**src/rtl/dec16_timer.sv**
```systemverilog
// -----------------------------------------------------------------------------
// dec16_timer
//
// 16-bit loadable countdown timer. A reload register and the counter are
// written together by `load`. While running, each cycle with `tick_en` high
// decrements the counter. The edge that takes the counter from 1 to 0 is the
// terminal tick, and `done` is high for the following cycle. With
// `auto_reload` set and a non-zero reload value, the counter is refilled on
// the terminal tick and keeps running. This gives a periodic interval source.
//
// Ports
//   clk          in   rising-edge clock
//   rst_n        in   asynchronous active-low reset
//   load         in   write load_val into reload register and counter
//   load_val     in   [WIDTH-1:0] value to load
//   start        in   IDLE -> RUN request (zero count: immediate done pulse)
//   stop         in   RUN -> IDLE request, count freezes
//   auto_reload  in   on terminal tick, reload and keep running
//   tick_en      in   decrement qualifier, only looked at in RUN
//   count        out  [WIDTH-1:0] current counter value (registered)
//   busy         out  high while in RUN; this is the FSM state itself
//   done         out  one-cycle pulse after the terminal tick (registered)
//
// Control inputs are level-sampled on every rising edge. There is no
// handshake. Priority per edge: reset, load, stop, start, tick.
// -----------------------------------------------------------------------------
module dec16_timer #(
    parameter int WIDTH = 16
) (
    input  logic             clk,
    input  logic             rst_n,
    input  logic             load,
    input  logic [WIDTH-1:0] load_val,
    input  logic             start,
    input  logic             stop,
    input  logic             auto_reload,
    input  logic             tick_en,
    output logic [WIDTH-1:0] count,
    output logic             busy,
    output logic             done
);

    typedef enum logic {
        ST_IDLE = 1'b0,
        ST_RUN  = 1'b1
    } state_t;

    localparam logic [WIDTH-1:0] ZERO = '0;
    localparam logic [WIDTH-1:0] ONE  = {{(WIDTH-1){1'b0}}, 1'b1};

    state_t           state_q, state_d;
    logic [WIDTH-1:0] count_q, count_d;
    logic [WIDTH-1:0] reload_q, reload_d;
    logic             done_q, done_d;

    always_comb begin
        state_d  = state_q;
        count_d  = count_q;
        reload_d = reload_q;
        done_d   = 1'b0;

        if (load) begin
            // A load overrides any tick on this edge. No decrement and no done.
            // stop/start still steer the state. A start uses the value being
            // loaded to decide whether there is anything to run.
            count_d  = load_val;
            reload_d = load_val;
            if (stop) begin
                state_d = ST_IDLE;
            end else if (start && state_q == ST_IDLE && load_val != ZERO) begin
                state_d = ST_RUN;
            end
        end else if (stop) begin
            // stop beats start. In IDLE this leaves everything as is.
            state_d = ST_IDLE;
        end else if (start && state_q == ST_IDLE) begin
            if (count_q != ZERO) begin
                state_d = ST_RUN;
            end else begin
                // Zero-length interval: complete immediately.
                done_d = 1'b1;
            end
        end else if (state_q == ST_RUN && tick_en) begin
            if (count_q > ONE) begin
                count_d = count_q - ONE;
            end else if (count_q == ONE) begin
                done_d = 1'b1;
                if (auto_reload && reload_q != ZERO) begin
                    count_d = reload_q;
                end else begin
                    count_d = ZERO;
                    state_d = ST_IDLE;
                end
            end
            // The counter can be at zero in RUN after a load of zero. It then
            // holds at zero, because the counter never wraps.
        end
    end

    always_ff @(posedge clk or negedge rst_n) begin
        if (!rst_n) begin
            state_q  <= ST_IDLE;
            count_q  <= ZERO;
            reload_q <= ZERO;
            done_q   <= 1'b0;
        end else begin
            state_q  <= state_d;
            count_q  <= count_d;
            reload_q <= reload_d;
            done_q   <= done_d;
        end
    end

    assign count = count_q;
    assign busy  = (state_q == ST_RUN);
    assign done  = done_q;

endmodule

```
**config.mk**
```make
export PLATFORM = sky130hd
export DESIGN_NAME = dec16_timer
export DESIGN_NICKNAME = d
export VERILOG_FILES = /design/src/rtl/dec16_timer.sv
export SDC_FILE = /design/constraint.sdc
export NUM_CORES = 1
export LEC_CHECK = 0
export CAP_MARGIN = 20
export CORE_ASPECT_RATIO = 0.5
export CORE_MARGIN = 2
export CORE_UTILIZATION = 52
export CTS_BUF_LIST = sky130_fd_sc_hd__clkbuf_16
export DETAILED_ROUTE_END_ITERATION = 8
export GPL_TIMING_DRIVEN = 0
export PLACE_DENSITY = 0.9
export SYNTH_ARGS = -nofsm -noshare
export SYNTH_HDL_FRONTEND = slang
export SYNTH_SLANG_ARGS = --single-unit
```
**constraint.sdc**
```tcl
create_clock -name clk -period 2.5 [get_ports clk]
set_input_delay 0.5 -clock clk [delete_from_list [all_inputs] [get_ports clk]]
set_output_delay 0.5 -clock clk [all_outputs]
set_load 0.005 [all_outputs]
```
==> impl_metrics.ini, run 1 <==
[worst_setup_path]
r2r_start = count[0]$_DFFE_PN0P_
rr_endpoint = count[0]$_DFFE_PN0P_
startpoint = count[0]$_DFFE_PN0P_
crit_path_end_kind = flop
endpoint = count[0]$_DFFE_PN0P_
crit_fanout = 10
worst_path_max_delay_cell = dfrtp_1
critPathLaunchType = flop
path_depth = 9
critPathArrivalTime_ns = 2.57
reg2reg_slack_ns = 0.1
path_cells = inv_1, ha_1, buf_2, nor4b_2, nand4bb_4, a31oi_4, buf_4, a22oi_1, o21ai_0
worstSetupPathType = reg2reg
cp.buffers_inverters = 3
worstPathRequired_ns = 2.67
ff2ff_path_depth = 9
critPathTopFamily = buffers and inverters
slowest_delay_ns = 0.45

[pwr]
power_switching_mw = 0.4805
power_mw = 1.645
clockPowerShare_pct = 34.7
internal_power_mw = 1.164
leakagePower_nw = 1.105
power_density_nw_per_um2 = 587.7
power.share.switching_pct = 29.21
vdd_ir_drop_max_uv = 352.1
seqPwrFrac_pct = 42.1
power.combinational.fraction_pct = 23.2

[logic_synthesis]
synth_area_um2 = 2187
synth_top_area_share_pct = 38.90
syn_nets = 236
synth-simple-area-share_pct = 22.37
synth-seq-cells = 34
synth-compound-area-share_pct = 18.02
yosysSeqAreaShare_pct = 38.90
synth_cells = 210
synth_fa_ha_area_share_pct = 1.716
yosysWarnings = 0
avgSynthCellArea_um2 = 10.41
synth-async-reset-ratio_pct = 100.0
yosys-top-cells-count = 34 x dfrtp_1, 20 x mux2_2, 15 x a22oi_1, 15 x nand2_1, 11 x nor2_1
synthTopCellsByArea = dfrtp_1 39%, mux2_2 10%, a22oi_1 5.1%
synth_top_family_by_area = simple AND/OR/NAND/NOR gates
synthFlopType = dfrtp_1
synthMuxAreaShare_pct = 10.30
synthXorXnorAreaFrac_pct = 3.604
synth_cell_types = 54
synth.most_common_cell = dfrtp_1
synth_edf_count = 0
synth_area_leader_cell = dfrtp_1

[detailed_routing]
wire_per_inst_um = 20.71
drt_iter0_markers = 164
drc = 0
dr.pass1.iters = 5
routed_wl_mm = 6.442
via_per_inst = 6.508
ant_nets = 0
via_count = 2024

[timing]
finalHoldViolations = 0
drv_slew = 0
post-route-period-util_pct = 96.02
fmax_ghz = 0.4166
fin_skew_ns = 0.004848
timing_worst_slew_pin_value_ns = 0.7625
setup_viol = 0
maxSlewHeadroom_pct = 49.16
fin_crit_ns = 2.400

[grt]
grt_overflow = 0
grtUsageTotal_pct = 29.41
grt_antenna_before_repair = 0
grt_pass1_vias = 2054
grt_first_pass_wirelength_mm = 10.43
grt_max_degree = 35

[floorplan]
dieWidth_um = 95.72
start_util_pct = 55.18
coreArea_um2 = 3964
fp.dieArea_um2 = 4772
num_rows = 16
num_io_pins = 41
die_h_um = 49.86

[placed_design]
hpwl_mm = 4.562
io_buffers = 39
dpl_cell_area_um2 = 2640
gp_congestion = 0.9538

[clock_tree]
cts_tree = yes
cts.sinks = 34
insertion_delay_ns = 0.28
cts_made_buffers = 5
clk_pin_slew_ns = 0.05
h-tree-depth = 2
hold_buffers = 0
cts_root_buffer = clkbuf_16
clk_path_buf_depth = 2

[finish]
final_nets = 284
antennaDiodeCount = 0
design_area_um2 = 2799
area_delta_synth_final_pct = 27.97
final_layout_size_suffix_gt1_share_pct = 19.07

[hold_path]
hp-class = in2async

[job]
drv_cap = 0

[run_status]
status = complete, no violations
sequential cells by signal (all words and copies together), names as in the netlist:
name      cells
count        16
reload_q     16
busy          1
done          1
how the worst min path moves through the flow:
stage / depth (start not counted) / endpoint / slack [ns] / start
global placement: 1 / reload_q[0]$_DFFE_PN0P_ / 0.51 / reload_q[0]$_DFFE_PN0P_
CTS: 1 / count[7]$_DFFE_PN0P_ / 0.33 / rst_n
global route: 1 / count[3]$_DFFE_PN0P_ / 0.37 / rst_n
finish: 1 / count[1]$_DFFE_PN0P_ / 0.30 / rst_n
detailed placement: 1 / reload_q[9]$_DFFE_PN0P_ / 0.52 / reload_q[9]$_DFFE_PN0P_
floorplan: 0 / busy$_DFFE_PN0P_ / 0.20 / rst_n
cell type report:
cell class              count  area (um^2)
clock buffers               5        125.1
clock inverters             1        3.754
well taps                  54        67.56
flip-flops and latches     34        850.8
repair buffers             41        400.4
inverters                   8        30.03
fillers                   287         1165
multi-input cells         156         1240
plain buffers              12        81.33
power groups by stage:
stage          sequential [mW]  combinational, mW  clock [mW]
3_3_place_gp             0.692              0.356           0
2_1_floorplan            0.679              0.204           0
6_report                 0.693              0.381       0.571
3_5_place_dp             0.697              0.367           0
5_1_grt                  0.701              0.410       0.609
4_1_cts                  0.689              0.372       0.572
metal layers:
layer	GRT usage (%)	wire, um
met1	41.67	2796
met2	42.42	2882
met3	8.563	606
met4	11.19	157
met5	0	0
logic make-up (layout without fill, tap and decap cells):
family / Yosys count / count (layout)
flops: 34 / 34
xor+xnor: 9 / 9
fa+ha+maj: 3 / 3
compound gates: 52 / 52
simple gates: 72 / 72
buf+inv: 20 / 67
mux: 20 / 20
placed cells by master, fill, tap and decap left out, types with 3 or more instances in the layout:
cell / n
o31ai_1: 5
buf_2: 3
clkdlybuf4s50_1: 38
inv_1: 8
nand4b_1: 3
xor2_1: 4
dfrtp_1: 34
o21ai_0: 5
nand2_1: 15
nand3_1: 4
xnor2_1: 5
nand4_1: 5
a21oi_1: 3
a21boi_0: 4
buf_4: 4
nor3_1: 5
nor2_1: 11
a22oi_1: 15
ha_1: 3
clkbuf_16: 5
clkbuf_1: 4
mux2_2: 20
o21ai_1: 5
nor4_1: 8
per-stage QoR:
step                      TNS [ns]  hold WS [ns]  instances  worst slack [ns]  util (%)
after detailed placement  -0.07740        0.5239        303          -0.03289     66.60
after global routing      -0.06647        0.3729        311          -0.01626     70.61
after CTS                        0        0.3343        309            0.1043     70.01
after global placement           0        0.5105        303           0.06116     66.73
final                            0        0.2967        311           0.09961     70.61
after floorplan                  0        0.2044        210            0.3773         -
worst reg2reg max path, stage by stage (launching register included):
cell and delay, ns:
dfrtp_1 0.45, inv_1 0.13, ha_1 0.16, buf_2 0.25, nor4b_2 0.35, nand4bb_4 0.17, a31oi_4 0.31, buf_4 0.25
a22oi_1 0.08, o21ai_0 0.14
what timing repair did:
item / in CTS / in global routing
setup endpoints to repair: 10 / 10
endpoints found under the hold margin: 0 / 0
resized for setup: 1 / 1
setup buffers: 0 / 2
Note: power is estimated with default switching activity, not from simulation.
==> run 2: changes to the inputs <==
--- a/config.mk
+++ b/config.mk
@@ -10,6 +10,7 @@
 export CORE_MARGIN = 2
 export CORE_UTILIZATION = 52
 export CTS_BUF_LIST = sky130_fd_sc_hd__clkbuf_16
+export CTS_CLUSTER_DIAMETER = 40
 export DETAILED_ROUTE_END_ITERATION = 8
 export GPL_TIMING_DRIVEN = 0
 export PLACE_DENSITY = 0.9
==> results of run 2 <==
The final DEF is identical to that of run 1; final timing and power are the same.
==> run 3: changes to the inputs <==
--- a/config.mk
+++ b/config.mk
@@ -8,12 +8,12 @@
 export CAP_MARGIN = 20
 export CORE_ASPECT_RATIO = 0.5
 export CORE_MARGIN = 2
-export CORE_UTILIZATION = 52
+export CORE_UTILIZATION = 30
 export CTS_BUF_LIST = sky130_fd_sc_hd__clkbuf_16
 export CTS_CLUSTER_DIAMETER = 40
 export DETAILED_ROUTE_END_ITERATION = 8
 export GPL_TIMING_DRIVEN = 0
-export PLACE_DENSITY = 0.9
+export PLACE_DENSITY = 0.61
 export SYNTH_ARGS = -nofsm -noshare
 export SYNTH_HDL_FRONTEND = slang
 export SYNTH_SLANG_ARGS = --single-unit
==> run 3 against run 2 <==
Wire length decreased by 1.2%. Final cell count rose by 13%. Critical path depth is 1 higher. Global-route usage is 13 points lower. Sequential power decreased by 0.6%. Worst hold slack lost 0.00088 ns. Via count is 4.0% lower. Die area increased by 68%. Combinational power about the same. Largest power group unchanged. Highest routed layer unchanged.
==> impl_metrics.ini, run 3 (synthesis results as in run 1) <==
[detailed_routing]
dr.pass1.iters = 6
via_count = 1943
via_per_inst = 5.551
routed_wl_mm = 6.367
drc = 0
drt_iter0_markers = 204
wire_per_inst_um = 18.19
ant_nets = 0

[worst_setup_path]
slowest_delay_ns = 0.44
crit_fanout = 10
worstPathRequired_ns = 2.66
worst_path_max_delay_cell = dfrtp_1
critPathArrivalTime_ns = 2.45
critPathLaunchType = flop
critPathTopFamily = buffers and inverters
path_cells = inv_1, ha_1, buf_2, nor2_1, nor4b_4, and2_1, buf_6, buf_8, a21boi_0, o31ai_2
cp.buffers_inverters = 4
crit_path_end_kind = flop
worstSetupPathType = reg2reg

[timing]
setup_viol = 0
timing_worst_slew_pin_value_ns = 0.7686
finalHoldViolations = 0
fin_skew_ns = 0.008820
fmax_ghz = 0.4360
fin_crit_ns = 2.294
drv_slew = 0
maxSlewHeadroom_pct = 48.76
tns_ns = 0
post-route-period-util_pct = 91.74

[finish]
mostFrequentLayoutCell = clkdlybuf4s50_1
area_delta_synth_final_pct = 30.61
seqCellArea_um2 = 850.8
antennaDiodeCount = 0
fillers = 659
final_layout_size_suffix_gt1_share_pct = 18.99
multiInputGateArea_um2 = 1249
final_cell_mix = 38 x clkdlybuf4s50_1, 34 x dfrtp_1, 20 x mux2_2
final_nets = 283

[floorplan]
fp.dieArea_um2 = 8031
coreArea_um2 = 6858
start_util_pct = 31.89
num_rows = 21
dieWidth_um = 124.8
die_h_um = 64.38
num_io_pins = 41

[clock_tree]
cts_tree = yes
cts_root_buffer = clkbuf_16
hold_buffers = 0
clk_path_buf_depth = 2
h-tree-depth = 2
clk_pin_slew_ns = 0.06
cts.sinks = 34
insertion_delay_ns = 0.28
cts_made_buffers = 5

[grt]
grtUsageTotal_pct = 16.16
grt_max_degree = 35
grt_pass1_vias = 1927
grt_overflow = 0
grt_first_pass_wirelength_mm = 10.25
grt_antenna_before_repair = 0

[placed_design]
hpwl_mm = 4.649
io_buffers = 39
gp_congestion = 0.8726

[pwr]
power_density_nw_per_um2 = 581.2
leakagePower_nw = 1.113
power_mw = 1.660
vdd_ir_drop_max_uv = 226.0

[run_status]
status = complete, no violations

[job]
drv_cap = 0

[hold_path]
hp-class = in2async
## run 3: per-stage QoR
step | area (um^2) | utilization, % | hold slack (ns) | setup WS (ns) | std cells
after floorplan | 2187 | - | 0.2044 | 0.3773 | 210
after global placement | 2693 | 39.26 | 0.5138 | -0.03117 | 341
after detailed placement | 2688 | 39.19 | 0.5297 | -0.04179 | 341
after CTS | 2831 | 41.29 | 0.3330 | 0.08835 | 349
after global routing | 2856 | 41.65 | 0.3852 | -0.003908 | 350
final | 2856 | 41.65 | 0.2958 | 0.2064 | 350
## run 3: power breakdown
part	total, mW	internal (mW)	switching, mW
sequential	0.689	0.607	0.0820
clock	0.593	0.360	0.233
combinational	0.379	0.205	0.174
## run 3: what timing repair did
item | in CTS | in global routing
setup buffers | 0 | 1
setup endpoints to repair | 10 | 11
gates resized for setup | 1 | 2
## run 3: area by class of cell
| class | count | share of cell area [%] |
|---|---|---|
| multi-input cells | 156 | 43.71 |
| flip-flops and latches | 34 | 29.79 |
| repair buffers | 40 | 13.75 |
| clock buffers | 5 | 4.380 |
| well taps | 92 | 4.030 |
| plain buffers | 12 | 2.847 |
| inverters | 8 | 1.051 |
| clock inverters | 3 | 0.4380 |
## run 3: path summary, 6_finish.rpt
path	depth (start not counted)	endpoint	from	slack, ns
min	1	count[3]$_DFFE_PN0P_	rst_n	0.30
min reg2reg	1	reload_q[10]$_DFFE_PN0P_	reload_q[10]$_DFFE_PN0P_	0.54
min in group clk	1	reload_q[10]$_DFFE_PN0P_	reload_q[10]$_DFFE_PN0P_	0.54
max reg2reg	10	count[14]$_DFFE_PN0P_	count[0]$_DFFE_PN0P_	0.21
max	10	count[14]$_DFFE_PN0P_	count[0]$_DFFE_PN0P_	0.21
max in group asynchronous	1	count[13]$_DFFE_PN0P_	rst_n	1.71
## run 3: routing by layer
layer  up-vias  part of all wire (%)  GRT usage (%)
li1        897                     -              -
met1       980                    47          23.11
met5         -                     0              0
met3         4                   6.7          3.853
met4         0                  0.41          3.090
met2        62                    45          25.00
